===== config.mk =====
export PLATFORM = sky130hd
export DESIGN_NAME = mdu_ctrl
export DESIGN_NICKNAME = d
export VERILOG_FILES = /design/src/rtl/mdu_ctrl.sv
export SDC_FILE = /design/constraint.sdc
export NUM_CORES = 1
export LEC_CHECK = 0
export CAP_MARGIN = 20
export CORE_ASPECT_RATIO = 0.6
export CORE_UTILIZATION = 38
export CTS_CLUSTER_DIAMETER = 40
export CTS_CLUSTER_SIZE = 14
export DETAILED_ROUTE_END_ITERATION = 12
export HOLD_SLACK_MARGIN = 0.05
export PLACE_DENSITY = 0.85
export RECOVER_POWER = 25
export SLEW_MARGIN = 10
export SYNTH_ARGS = -nofsm -noshare
export SYNTH_HDL_FRONTEND = slang
export SYNTH_SLANG_ARGS = --single-unit

===== constraint.sdc =====
create_clock -name clk -period 2.64 [get_ports clk]
set_input_delay 0.792 -clock clk [delete_from_list [all_inputs] [get_ports clk]]
set_output_delay 0.792 -clock clk [all_outputs]
set_load 0.01 [all_outputs]

===== src/rtl/mdu_ctrl.sv =====
`timescale 1ns/1ps
// mdu_ctrl: M-extension sequencer driving an external two-cycle multiplier plus an optional restoring divider.
// Build option MDU_DIV_EN compiles the divider in; without it divide ops complete at once with out_illegal set.
module mdu_ctrl (
    input  logic        clk,
    input  logic        reset,
    input  logic        in_valid,
    output logic        in_ready,
    input  logic [2:0]  in_op,
    input  logic        in_word,
    input  logic [63:0] in_a,
    input  logic [63:0] in_b,
    input  logic        flush,
    output logic        out_valid,
    input  logic        out_ready,
    output logic [63:0] out_data,
    output logic        out_illegal,
    output logic        mul_valid,
    output logic [63:0] mul_a,
    output logic [63:0] mul_b,
    input  logic        mul_done,
    input  logic [63:0] mul_c
);

    localparam logic [2:0] OP_DIV  = 3'd1;
    localparam logic [2:0] OP_DIVU = 3'd2;
    localparam logic [2:0] OP_REM  = 3'd3;
    localparam logic [2:0] OP_REMU = 3'd4;

`ifdef MDU_DIV_EN
    typedef enum logic [2:0] {IDLE, MUL_ISSUE, MUL_WAIT, DIV_RUN, RESP} state_t;
`else
    typedef enum logic [2:0] {IDLE, MUL_ISSUE, MUL_WAIT, RESP} state_t;
`endif

    state_t      state;
    state_t      state_next;
    logic        accept;
    logic        is_div;
    logic        op_signed;
    logic [63:0] ext_a;
    logic [63:0] ext_b;
    logic        word_q;
    logic        resp_load;
    logic        resp_illegal;
    logic [63:0] resp_value;
    logic        mul_start;
    logic        div_start;

    // W results are always sign-extended from bit 31, unsigned ops included
    function automatic logic [63:0] wext(input logic w, input logic [63:0] v);
        return w ? {{32{v[31]}}, v[31:0]} : v;
    endfunction

    function automatic logic [63:0] opnd(input logic w, input logic sx, input logic [63:0] v);
        if (!w)
            return v;
        return sx ? {{32{v[31]}}, v[31:0]} : {32'd0, v[31:0]};
    endfunction

    assign accept    = in_valid & in_ready & ~flush;
    assign is_div    = (in_op >= OP_DIV) && (in_op <= OP_REMU);
    assign op_signed = (in_op != OP_DIVU) && (in_op != OP_REMU);
    assign ext_a     = opnd(in_word, op_signed, in_a);
    assign ext_b     = opnd(in_word, op_signed, in_b);

    assign in_ready  = reset && (state == IDLE);
    assign out_valid = (state == RESP);
    assign mul_valid = (state == MUL_ISSUE);

`ifdef MDU_DIV_EN
    logic [63:0] div_rem;
    logic [63:0] div_quo;
    logic [63:0] div_dsr;
    logic [6:0]  div_cnt;
    logic        neg_q;
    logic        neg_r;
    logic        sel_rem;
    logic        op_rem;
    logic        sign_a;
    logic        sign_b;
    logic [63:0] abs_a;
    logic [63:0] abs_b;
    logic        div_zero;
    logic        div_ovf;
    logic [64:0] rem_sh;
    logic [64:0] rem_sub;
    logic [63:0] rem_nx;
    logic [63:0] quo_nx;
    logic [63:0] q_fix;
    logic [63:0] r_fix;

    assign op_rem   = (in_op == OP_REM) || (in_op == OP_REMU);
    assign sign_a   = op_signed & ext_a[63];
    assign sign_b   = op_signed & ext_b[63];
    assign abs_a    = sign_a ? -ext_a : ext_a;
    assign abs_b    = sign_b ? -ext_b : ext_b;
    assign div_zero = (ext_b == '0);
    assign div_ovf  = op_signed && (ext_b == '1) &&
                      (ext_a == (in_word ? 64'hFFFF_FFFF_8000_0000 : 64'h8000_0000_0000_0000));

    // Borrow out of the 65-bit trial subtraction decides the quotient bit
    assign rem_sh  = {div_rem, div_quo[63]};
    assign rem_sub = rem_sh - {1'b0, div_dsr};
    assign rem_nx  = rem_sub[64] ? rem_sh[63:0] : rem_sub[63:0];
    assign quo_nx  = {div_quo[62:0], ~rem_sub[64]};
    assign q_fix   = neg_q ? -quo_nx : quo_nx;
    assign r_fix   = neg_r ? -rem_nx : rem_nx;
`endif

    always_ff @(posedge clk) begin
        if (!reset)
            state <= IDLE;
        else
            state <= state_next;
    end

    always_comb begin
        state_next   = state;
        resp_load    = 1'b0;
        resp_illegal = 1'b0;
        resp_value   = '0;
        mul_start    = 1'b0;
        div_start    = 1'b0;
        case (state)
            IDLE: begin
                if (accept) begin
                    if (!is_div) begin
                        state_next = MUL_ISSUE;
                        mul_start  = 1'b1;
                    end else begin
`ifdef MDU_DIV_EN
                        if (div_zero) begin
                            state_next = RESP;
                            resp_load  = 1'b1;
                            resp_value = wext(in_word, op_rem ? ext_a : '1);
                        end else if (div_ovf) begin
                            state_next = RESP;
                            resp_load  = 1'b1;
                            resp_value = wext(in_word, op_rem ? '0 : ext_a);
                        end else begin
                            state_next = DIV_RUN;
                            div_start  = 1'b1;
                        end
`else
                        state_next   = RESP;
                        resp_load    = 1'b1;
                        resp_illegal = 1'b1;
`endif
                    end
                end
            end
            MUL_ISSUE: state_next = MUL_WAIT;
            MUL_WAIT: begin
                if (mul_done) begin
                    state_next = RESP;
                    resp_load  = 1'b1;
                    resp_value = wext(word_q, mul_c);
                end
            end
`ifdef MDU_DIV_EN
            DIV_RUN: begin
                if (div_cnt == 7'd1) begin
                    state_next = RESP;
                    resp_load  = 1'b1;
                    resp_value = wext(word_q, sel_rem ? r_fix : q_fix);
                end
            end
`endif
            RESP: begin
                if (out_ready)
                    state_next = IDLE;
            end
            default: state_next = IDLE;
        endcase
        if (flush) begin
            state_next = IDLE;
            resp_load  = 1'b0;
            mul_start  = 1'b0;
            div_start  = 1'b0;
        end
    end

    always_ff @(posedge clk) begin
        if (!reset) begin
            word_q      <= 1'b0;
            mul_a       <= '0;
            mul_b       <= '0;
            out_data    <= '0;
            out_illegal <= 1'b0;
        end else begin
            if (accept)
                word_q <= in_word;
            if (mul_start) begin
                mul_a <= ext_a;
                mul_b <= ext_b;
            end
            if (resp_load) begin
                out_data    <= resp_value;
                out_illegal <= resp_illegal;
            end else if (state_next != RESP) begin
                out_illegal <= 1'b0;
            end
        end
    end

`ifdef MDU_DIV_EN
    // W divides park the 32-bit dividend in the upper half so only 32 steps are needed
    always_ff @(posedge clk) begin
        if (!reset) begin
            div_rem <= '0;
            div_quo <= '0;
            div_dsr <= '0;
            div_cnt <= '0;
            neg_q   <= 1'b0;
            neg_r   <= 1'b0;
            sel_rem <= 1'b0;
        end else if (div_start) begin
            div_rem <= '0;
            div_quo <= in_word ? {abs_a[31:0], 32'd0} : abs_a;
            div_dsr <= abs_b;
            div_cnt <= in_word ? 7'd32 : 7'd64;
            neg_q   <= sign_a ^ sign_b;
            neg_r   <= sign_a;
            sel_rem <= op_rem;
        end else if (state == DIV_RUN) begin
            div_rem <= rem_nx;
            div_quo <= quo_nx;
            div_cnt <= div_cnt - 7'd1;
        end
    end
`endif

endmodule


Word-level counts from Yosys, hierarchy flattened:

Cells that the tools add are included.
W data, S select, Z words.

* register bits: 197
* word-level logic and storage cells: 47
* bits of input ports: 202
* output and inout bits: 196

* mux-type cells: 25
* eq/ne operators: 6
* bitwise gates (word level): 3
* order comparisons: 2
* reduce and logical (&&, ||, !) cells: 5

Operators by type and width (number)
* $mux W64: 7
* $mux W3: 4
* $pmux W3 S4: 1
* $mux W1: 11
* $eq A3 B2 Y1 const B: 2
* $ne A3 B2 Y1 const B: 2
* $eq A3 B1 Y1 const B: 1
* $ge A3 B1 Y1 const B: 1
* $le A3 B3 Y1 const B: 1
* $logic_and A1 B1 Y1: 3
* $logic_not A3 Y1: 1
* $ne A3 B3 Y1 const B: 1
* $and A1 B1 Y1: 2
* $mux W2: 1
* $pmux W1 S2: 1
* $reduce_bool A2 Y1: 1
* $not A1 Y1: 1

Depth between registers and ports, before layout:

Gate-level depths: netlist of run 1.

* word-level depth: 10
* depth in mapped cells: 7
* mapped depth without buffers: 4

Worst setup path before layout of run 1:

Ideal clock, no wire load.

* kind: input to output
* from: input reset
* to: output in_ready
* path slack: 397 ps
* path buffers: 2
* stages on the path: 3
* arrival time: 1451 ps
* cells stage by stage: clkbuf_1 -> clkbuf_1 -> and2_1

* longest elaborated chain between the ends: 1

RTL lines
* from (decl): line 6 `input logic reset,`
* $logic_and A1 B1 Y1: line 67 `assign in_ready = reset && (state == IDLE);`
* to (decl): line 8 `output logic in_ready,`

No other way between the ends.

Final worst setup path of run 1:

* from: register state[1]
* to: output in_ready

* longest elaborated chain between the ends: 2

RTL lines
* from (decl): line 36 `state_t state;`
* from (signal assigned): line 115 `state <= state_next;`
* $logic_not A3 Y1: line 67
* $logic_and A1 B1 Y1: line 67

No other way between the ends.

==> summary.md, run 1 <==
| Metric | Value |
|---|---|
| MaxCap Viol Count | `0` |
| H-tree levels | `4` |
| Clock network fraction of design power | `0.419` |
| Max_slew headroom | `0.5424` |
| Seq/Total Area, Yosys | `0.4910` |
| Post-layout util | `0.6348` |
| Post-route ant nets | `0` |
| DP Wirelength | `approximately 18000 µm` |
| Dpl ws | `-0.1402 ns` |
| DR WL met3 | `2096 µm` |
| NumNets Final | `1492` |
| Worst r2r src | `state[1]` |
| Die extent in y | `between 100 and 150 µm` |
| Worst EP required | `1.85 ns` |
| RSZ-0062 raised after global routing | `no` |
| Max clock buf depth | `2` |
| WP data arrival | `1.78 ns` |
| Sw frac | `0.2274` |
| Critical Path Fanout Max | `8` |
| Ports | `398` |
| Rows | `40` |
| Met1 wire length | `10640 µm` |
| ANT cells | `0` |
| FF-to-FF path depth | `6` |
| WS Path Type | `flop to primary output` |
| Non-Filler Instances | `1576` |
| Critical path launch point type | `flop` |
| Slew Limit Fails | `0` |
| Leak pwr | `5.478 nW` |
| Yosys top cell area share | `0.4910` |
| Core Box Area | `between 20000 and 25000 µm²` |
| Top layer in use | `met4` |
| Initial drt markers | `439` |
| Area Overhead vs Synth | `60.97%` |
| Crit Reg-Reg Endpoint | `out_data[14]` |
| Post-synth cell types | `31` |
| P_sw | `1.446 mW` |
| Metal2 WL | `approximately 13000 µm` |
| Vias/cell | `5.077` |
| Vias in the first global route | `approximately 7500` |
| Final setup violation count | `0` |
| Flop pwr share | `0.476` |
| Hold slack | `approximately 0.45 ns` |
| Min-Delay Endpoint | `mul_a[9]` |
| Initial antenna violation count | `0` |
| Post-Syn Instances | `a little over 900` |
| Worst hold path cell count | `2` |
| Clk_skew | `0.01293 ns` |
| Chip Width | `189.7 µm` |
| Total Power | `6.360 mW` |
| Cts hold-fix bufs | `0` |
| Post-route worst setup slack | `~0.071 ns` |
| Worst-path cell chain | `nor3_2 > and2_1 > clkdlybuf4s50_1` |
| Initial cell density of the core | `0.3943` |
| Hold Fails Final Rpt | `0` |
| EDFF count, synth | `0` |
| Via count | `8001` |
| Synth warn | `0` |
| Total CTS buffers | `17` |
| Synth Register Bits | `197` |
| 1st-pass router iterations | `5` |
| Internal | `between 4 and 5 mW` |
| Delay-heaviest family, CP | `buffers and inverters` |
| Worst-Skew Late Latency | `0.44 ns` |
| Design area | `approximately 13000 µm²` |
| Largest net degree at the start of global routing | `69` |
| Tcrit/Tclk final | `0.9732` |
| Setup TNS | `0 ns` |
| Routability cong. | `about 0.77` |
| Ratio of cells with drive above 1 in the final layout | `0.05526` |
| Fmax | `389.2 MHz` |
| Worst Max-Slew Pin Slew | `0.6864 ns` |
| CTS tree | `built` |
| Netlist Area Pre-Place | `8033 µm²` |
| Tmin final | `2.569 ns` |
| Min-Delay Path Class | `flop to flop` |
| DP Area | `between 10000 and 15000 µm²` |
| Max VDD drop | `0.4270 mV` |
| Die Area | `about 22000 µm²` |
| Placed instance count | `1543` |
| CP max stage delay | `0.55 ns` |
| First-pass GRT wire length | `40140 µm` |
| Synth area leader | `dfxtp_1` |
| Mean Syn Cell Area | `8.610 µm²` |
| Combinational power share | `0.105` |
| Critical Path End Type | `primary output` |
| Clock sinks | `slightly below 200` |
| Hold Startpoint | `mul_a[9]` |
| PwrDens | `491.9 nW/µm²` |
| DR WL/cell | `around 17 µm` |
| CTS root buf | `clkbuf_16` |
| R2r setup slk | `~0.69 ns` |
| Clk pin slew, worst setup/hold paths | `0.07 ns` |
| Grt ovf | `0` |
| # port buffers | `397` |
| Overall routing resource usage | `0.2345` |
| Worst path bufs/invs | `1` |
| Mapped Nets | `1135` |
| Residual DRC | `0` |
| Top cells by area in the synthesized netlist | `dfxtp_1 49%, nand2_1 11%, o211a_1 8.0%` |
| Synth async-reset ratio | `0` |
| Status | `completed` |
| Post-synth top cells | `227 x nand2_1, 197 x dfxtp_1, 76 x a21boi_0` |
| Final wirelength | `26400 µm` |
| Most frequent cell after synthesis | `nand2_1` |
| Ys flop type | `dfxtp_1` |
| Worst path slowest cell | `clkdlybuf4s50_1` |
-- sequential cells by signal, indices dropped and copies added, names as in the netlist --
signal       cells
mul_b           64
mul_a           64
out_data        64
out_illegal      1
state            3
word_q           1
-- power groups by stage --
stage / clock network (mW) / registers, mW / logic (mW)
after floorplan: 0 / 3.11 / 0.213
after global placement: 0 / 3.09 / 0.664
after detailed placement: 0 / 3.09 / 0.670
after CTS: 2.71 / 3.03 / 0.677
after global routing: 2.84 / 3.03 / 0.719
final: 2.66 / 3.03 / 0.670
-- logic make-up (layout without fill, tap and decap cells) --
logic type	count (synthesis)	count (layout)	share of synthesized area
compound gates	297	297	0.2674
simple gates	342	342	0.1865
buf+inv	96	466	0.05467
other cells	1	1	0.0004668
flops	197	197	0.4910
-- worst max-delay path by stage --
stage	start	cells past startpoint	end	slack, ns
finish	state[1]	3	in_ready	0.07
global route	in_op[1]	6	out_data[14]	0.02
CTS	state[0]	3	in_ready	0.03
detailed placement	in_op[1]	7	mul_b[54]	-0.14
global placement	in_op[1]	7	mul_a[35]	-0.09
floorplan	reset	3	in_ready	0.40
-- cells in the final DEF, fill, tap and decap left out, drive strengths merged, types with 2 or more instances in the layout --
master	Yosys	routed
nor2b	33	33
buf	38	33
nor3	2	2
o211a	64	64
clkdlybuf4s50	0	308
clkbuf	55	24
clkinvlp	0	3
a21boi	128	128
nand3	66	66
bufinv	0	2
clkinv	0	2
dlygate4sd3	0	88
inv	3	6
a21oi	67	67
nand4	2	2
nand2	227	227
and2	4	4
o21ai	33	33
dfxtp	197	197
or3	2	2
-- area by class of cell --
cell class                 count  area (µm²)
tap                          273       341.6
clock inverter                10       118.9
multi-input combinational    640        3665
inverter                       3       11.26
sequential                   197        3945
timing repair buffer         431        4374
clock buffer                  22       474.2
fill                        1658        7440
-- layer usage --
metal	global-route usage	up-vias
met4	0.09839	0
met3	0.07478	50
met5	0	-
met2	0.3954	296
met1	0.2761	3749
li1	-	3906
-- tightest hold or removal path, stage by stage, from the launching register on --
cell and delay (ns):
dfxtp_1 0.31, nand2_1 0.05, a21boi_1 0.05
-- repair_timing --
action / in CTS / in global routing
setup buffers: 0 / 1
hold endpoints to repair: 0 / 0
gates cloned: 0 / 0
gates resized for setup: 1 / 1
endpoints found under the setup margin: 1 / 2
pin swaps: 0 / 1
Note: power is estimated with default switching activity, not from simulation.
==> run 2, diff against run 1 <==
- CORE_MARGIN: not set -> 2
- clock period: 2.64 -> 2.5 ns (I/O delays scaled with it)
==> run 2 against run 1 <==
- register-to-register slack got worse by 0.10 ns
- sequential share of layout area up 0.051 points
- critical endpoint is now out_valid
- largest cell class unchanged
- sequential power grew 6%
- hold slack improved by 0.0019 ns
- clock-buffer cell count decreased by 2
- sequential cell count did not move
- power rose by 5.2%
- critical path depth decreased by 1
- via count is 0.60% higher
==> summary.md, run 2 (synthesis gave the netlist of run 1 again) <==
| Metric | Value |
|---|---|
| DR WL/cell | `~16 µm` |
| Final wirelength | `26000 µm` |
| Max_slew headroom | `0.1722` |
| FF-to-FF path depth | `6` |
| Die Area | `about 22000 µm²` |
| Area Overhead vs Synth | `60.75%` |
| WS Path Type | `flop to primary output` |
| NumNets Final | `1490` |
| 1st-pass router iterations | `7` |
| Tcrit/Tclk final | `0.9589` |
| Vias in the first global route | `around 7600` |
| Max VDD drop | `roughly 0.42 mV` |
| DP Area | `between 10000 and 15000 µm²` |
| Chip Width | `191.7 µm` |
| CP max stage delay | `0.56 ns` |
| Rows | `41` |
| Vias/cell | `5.094` |
| First-pass GRT wire length | `39450 µm` |
| # port buffers | `397` |
| Ratio of cells with drive above 1 in the final layout | `0.05534` |
| Total Power | `about 6.7 mW` |
| Design area | `12910 µm²` |
| Non-Filler Instances | `1580` |
| Placed instance count | `1547` |
| Tmin final | `between 2 and 2.5 ns` |
| Worst Max-Slew Pin Slew | `around 1.2 ns` |
| Min-Delay Path Class | `flop to flop` |
| ANT cells | `0` |
| CTS root buf | `clkbuf_16` |
| Clk_skew | `0.01156 ns` |
| Fmax | `approximately 420 MHz` |
| Initial antenna violation count | `0` |
| Worst r2r src | `state[1]` |
| Most frequent cells in the layout | `325 x clkdlybuf4s50_1, 227 x nand2_1, 195 x dfxtp_1` |
| Leading cell type in the layout, fill and taps excluded | `clkdlybuf4s50_1` |
| Initial drt markers | `421` |
| Clock sinks | `197` |
| Slew Limit Fails | `0` |
| Critical path launch point type | `flop` |
| Worst EP required | `about 1.8 ns` |
| Worst hold path cell count | `2` |
| Total CTS buffers | `17` |
| Hold Startpoint | `mul_a[9]` |
| CTS tree | `built` |
| Worst-path cell chain | `and3_1 > clkdlybuf4s50_1` |
| R2r setup slk | `approximately 0.59 ns` |
| Hold Fails Final Rpt | `0` |
| Die extent in y | `116.6 µm` |
| Worst path bufs/invs | `1` |
| Post-route ant nets | `0` |
| Overall routing resource usage | `0.2224` |
| Post-layout util | `0.6184` |
| Min-Delay Endpoint | `mul_a[9]` |
| Top Registers | `mul_a x64, mul_b x64, out_data x64` |
| Worst path slowest cell | `clkdlybuf4s50_1` |
| Crit Reg-Reg Endpoint | `out_data[8]` |
| PwrDens | `518.1 nW/µm²` |
| H-tree levels | `4` |
| Via count | `8049` |
| WP data arrival | `roughly 1.7 ns` |
| Critical Path Fanout Max | `8` |
| Clk pin slew, worst setup/hold paths | `roughly 0.07 ns` |
| MaxCap Viol Count | `0` |
| Routability cong. | `0.8156` |
| Crit path launch | `state[1]` |
| Residual DRC | `0` |
| Initial cell density of the core | `0.3847` |
| Critical Path End Type | `primary output` |
| Leak pwr | `5.435 nW` |
| Delay-heaviest family, CP | `buffers and inverters` |
| Largest net degree at the start of global routing | `196` |
| RSZ-0062 raised after global routing | `no` |
| Final setup violation count | `0` |
| Grt ovf | `0` |
| DP Wirelength | `18240 µm` |
| Cts hold-fix bufs | `0` |
| Max clock buf depth | `2` |
| Ports | `398` |
| Core Box Area | `20880 µm²` |
| Status | `completed` |
| Worst-Skew Late Latency | `0.43 ns` |
==> run 2: cell count changes in the layout (fill, tap and decap cells not counted), sizes merged <==
cell	delta
inv	+3
dlymetal6s2s	+2
clkinvlp	-2
dlygate4sd3	-19
buf	-2
clkbuf	-2
clkinv	+1
clkdlybuf4s50	+17
==> run 2: what timing repair did <==
| item | in CTS | in global routing |
|---|---|---|
| resized for setup | 2 | 3 |
| pin swaps | 1 | 1 |
| buffers inserted | 1 | 0 |
| endpoints found under the setup margin | 2 | 3 |
==> run 2: how the worst max path moves through the flow <==
stage / to / cells after the start / slack [ns]
after detailed placement: mul_b[9] / 7 / -0.26
final: out_valid / 2 / 0.10
after global placement: mul_b[58] / 7 / -0.18
after CTS: in_ready / 3 / 0.01
after global routing: out_data[6] / 6 / 0.02
after floorplan: in_ready / 3 / 0.34
==> run 2: routing by layer <==
| layer | global-route usage | wire (µm) | up-vias |
|---|---|---|---|
| met5 | 0 | 0 | - |
| met4 | 0.07641 | 607 | 0 |
| met3 | 0.07362 | 2002 | 41 |
| met2 | 0.3644 | 12190 | 279 |
| met1 | 0.2767 | 11190 | 3827 |
| li1 | - | - | 3902 |
==> run 2: per-stage QoR <==
stage	TNS, ns	hold WS (ns)	worst slack (ns)
after floorplan	0	0.4792	0.3409
after global placement	-15.86	0.4401	-0.1773
after detailed placement	-19.92	0.4453	-0.2588
after CTS	0	0.4554	0.01154
after global routing	0	0.4667	0.02200
final	0	0.4503	0.1028
==> run 2: final cells by class <==
| type | instances | area (µm²) |
|---|---|---|
| clock buffer | 20 | 456.7 |
| clock inverter | 12 | 138.9 |
| fill | 1739 | 7966 |
| inverter | 3 | 11.26 |
| multi-input combinational | 640 | 3671 |
| sequential | 197 | 3946 |
| tap | 279 | 349.1 |
| timing repair buffer | 429 | 4339 |
==> run 2: power by group <==
| part | internal (mW) | total (mW) | switching [mW] |
|---|---|---|---|
| registers | 3.17 | 3.20 | 0.0225 |
| logic | 0.449 | 0.705 | 0.256 |
| clock network | 1.55 | 2.79 | 1.24 |
| total | 5.17 | 6.69 | 1.52 |
==> run 2: tightest hold or removal path: stages (launching register included) <==
cell      delay [ns]
dfxtp_1         0.31
nand2_1         0.05
a21boi_1        0.05
==> run 3, diff against run 2 <==
- CORE_MARGIN: 2 -> 5
- CORE_UTILIZATION: 38 -> 40
- PLACE_DENSITY: 0.85 -> 0.89
==> run 3 against run 2 <==
- die area up 3.4%
- sequential cell count unchanged
- clock power up 4%
- maximum frequency down 2.5%
- global-route usage up 0.31 points
- core utilization up 3.4 points
- sequential power about the same
- cell area up 0.44%
- register-to-register slack about the same
- non-clock buffer count up 4
- wire length up 7.1%
- critical endpoint unchanged
- largest power group unchanged
==> summary.md, run 3 (synthesis gave the netlist of run 1 again) <==
| Metric | Value |
|---|---|
| Via count | `8073` |
| Worst Max-Slew Pin Slew | `0.6145 ns` |
| Status | `completed` |
| Non-Filler Instances | `1578` |
| Cts hold-fix bufs | `0` |
| Max_slew headroom | `0.5860` |
| Placed instance count | `1545` |
| Fmax | `406.8 MHz` |
| Final setup violation count | `0` |
| Clk_skew | `about 0.0076 ns` |
| Initial antenna violation count | `2` |
| First-pass GRT wire length | `41700 µm` |
| Post-layout util | `0.6527` |
| ANT cells | `0` |
| Core Box Area | `19870 µm²` |
| Final wirelength | `27840 µm` |
| CTS tree | `built` |
| RSZ-0062 raised after global routing | `no` |
| Worst EP required | `1.75 ns` |
| Overall routing resource usage | `0.2255` |
| Chip Width | `192.9 µm` |
| Hold Fails Final Rpt | `0` |
| R2r setup slk | `around 0.58 ns` |
| Die Area | `23110 µm²` |
| Clk pin slew, worst setup/hold paths | `0.07 ns` |
| Leak pwr | `5.516 nW` |
| DP Wirelength | `20140 µm` |
| Total CTS buffers | `17` |
| Residual DRC | `0` |
| Initial drt markers | `516` |
| Worst-Skew Late Latency | `0.43 ns` |
| Fillers | `1557` |
| WP data arrival | `1.71 ns` |
| Critical path launch point type | `flop` |
| Setup TNS | `0 ns` |
| Largest net degree at the start of global routing | `144` |
| Tcrit/Tclk final | `0.9834` |
| Area Overhead vs Synth | `61.45%` |
| Top Registers | `mul_a x64, mul_b x64, out_data x64` |
| Critical Path Fanout Max | `6` |
| Total Power | `6.791 mW` |
| NumNets Final | `1494` |
| Routability cong. | `0.7875` |
| DR WL/cell | `17.64 µm` |
| Dpl ws | `-0.2864 ns` |
| Ratio of cells with drive above 1 in the final layout | `0.05594` |
| Max VDD drop | `0.4119 mV` |
| # port buffers | `397` |
| Leading cell type in the layout, fill and taps excluded | `clkdlybuf4s50_1` |
| Max clock buf depth | `2` |
| Critical Path End Type | `primary output` |
| H-tree levels | `4` |
| Design area | `12970 µm²` |
| Vias/cell | `5.116` |
| Hold slack | `0.4484 ns` |
| Clock sinks | `197` |
| Most frequent cells in the layout | `303 x clkdlybuf4s50_1, 227 x nand2_1, 196 x dfxtp_1` |
| PwrDens | `about 520 nW/µm²` |
| Grt ovf | `0` |
| Slew Limit Fails | `0` |
| 1st-pass router iterations | `5` |
| CTS root buf | `clkbuf_16` |
| Vias in the first global route | `7696` |
| Die extent in y | `119.8 µm` |
| Tmin final | `2.458 ns` |
| WS Path Type | `flop to primary output` |
| Post-route ant nets | `0` |
| DP Area | `12350 µm²` |
| MaxCap Viol Count | `0` |
| Initial cell density of the core | `0.4043` |
| Post-route worst setup slack | `0.04159 ns` |
| Ports | `398` |
| Rows | `40` |
| Min-Delay Path Class | `flop to flop` |
## run 3: final timing paths
| kind | from | to | depth (start not counted) |
|---|---|---|---|
| worst max-delay path | state[2] | out_valid | 3 |
| worst min-delay path | mul_a[31] | mul_a[31] | 2 |
| worst max register to register | state[1] | out_data[18] | 5 |
| worst min register to register | mul_a[31] | mul_a[31] | 2 |
## run 3: where the power goes
group          total, mW  leakage, nW  internal (mW)  switching, mW
Combinational      0.707         3.63          0.449          0.258
Clock               2.89        0.292           1.68           1.20
Sequential          3.20         1.59           3.17         0.0223
## run 3: what timing repair did
item	in CTS	in global routing
setup buffers	1	0
resized for setup	3	0
endpoints found under the setup margin	2	0
## run 3: layer usage
metal / GRT usage / share of wire / wire, µm
met1: 0.2710 / 0.40 / 11270
met2: 0.3708 / 0.47 / 13150
met3: 0.08198 / 0.093 / 2588
met4: 0.08311 / 0.029 / 813
met5: 0 / 0.00075 / 21
## run 3: final cells by class
| cell class | instances | area, µm² | area share |
|---|---|---|---|
| clock inverter | 11 | 171.4 | 0.01322 |
| timing repair buffer | 433 | 4388 | 0.3384 |
| sequential | 197 | 3945 | 0.3042 |
| inverter | 3 | 11.26 | 0.0008683 |
| tap | 273 | 341.6 | 0.02634 |
| multi-input combinational | 640 | 3671 | 0.2831 |
| clock buffer | 21 | 440.4 | 0.03396 |
## run 3: critical path, stage by stage (launching register included)
cell	delay, ns
dfxtp_1	0.46
inv_1	0.15
and3_1	0.16
clkdlybuf4s50_1	0.51
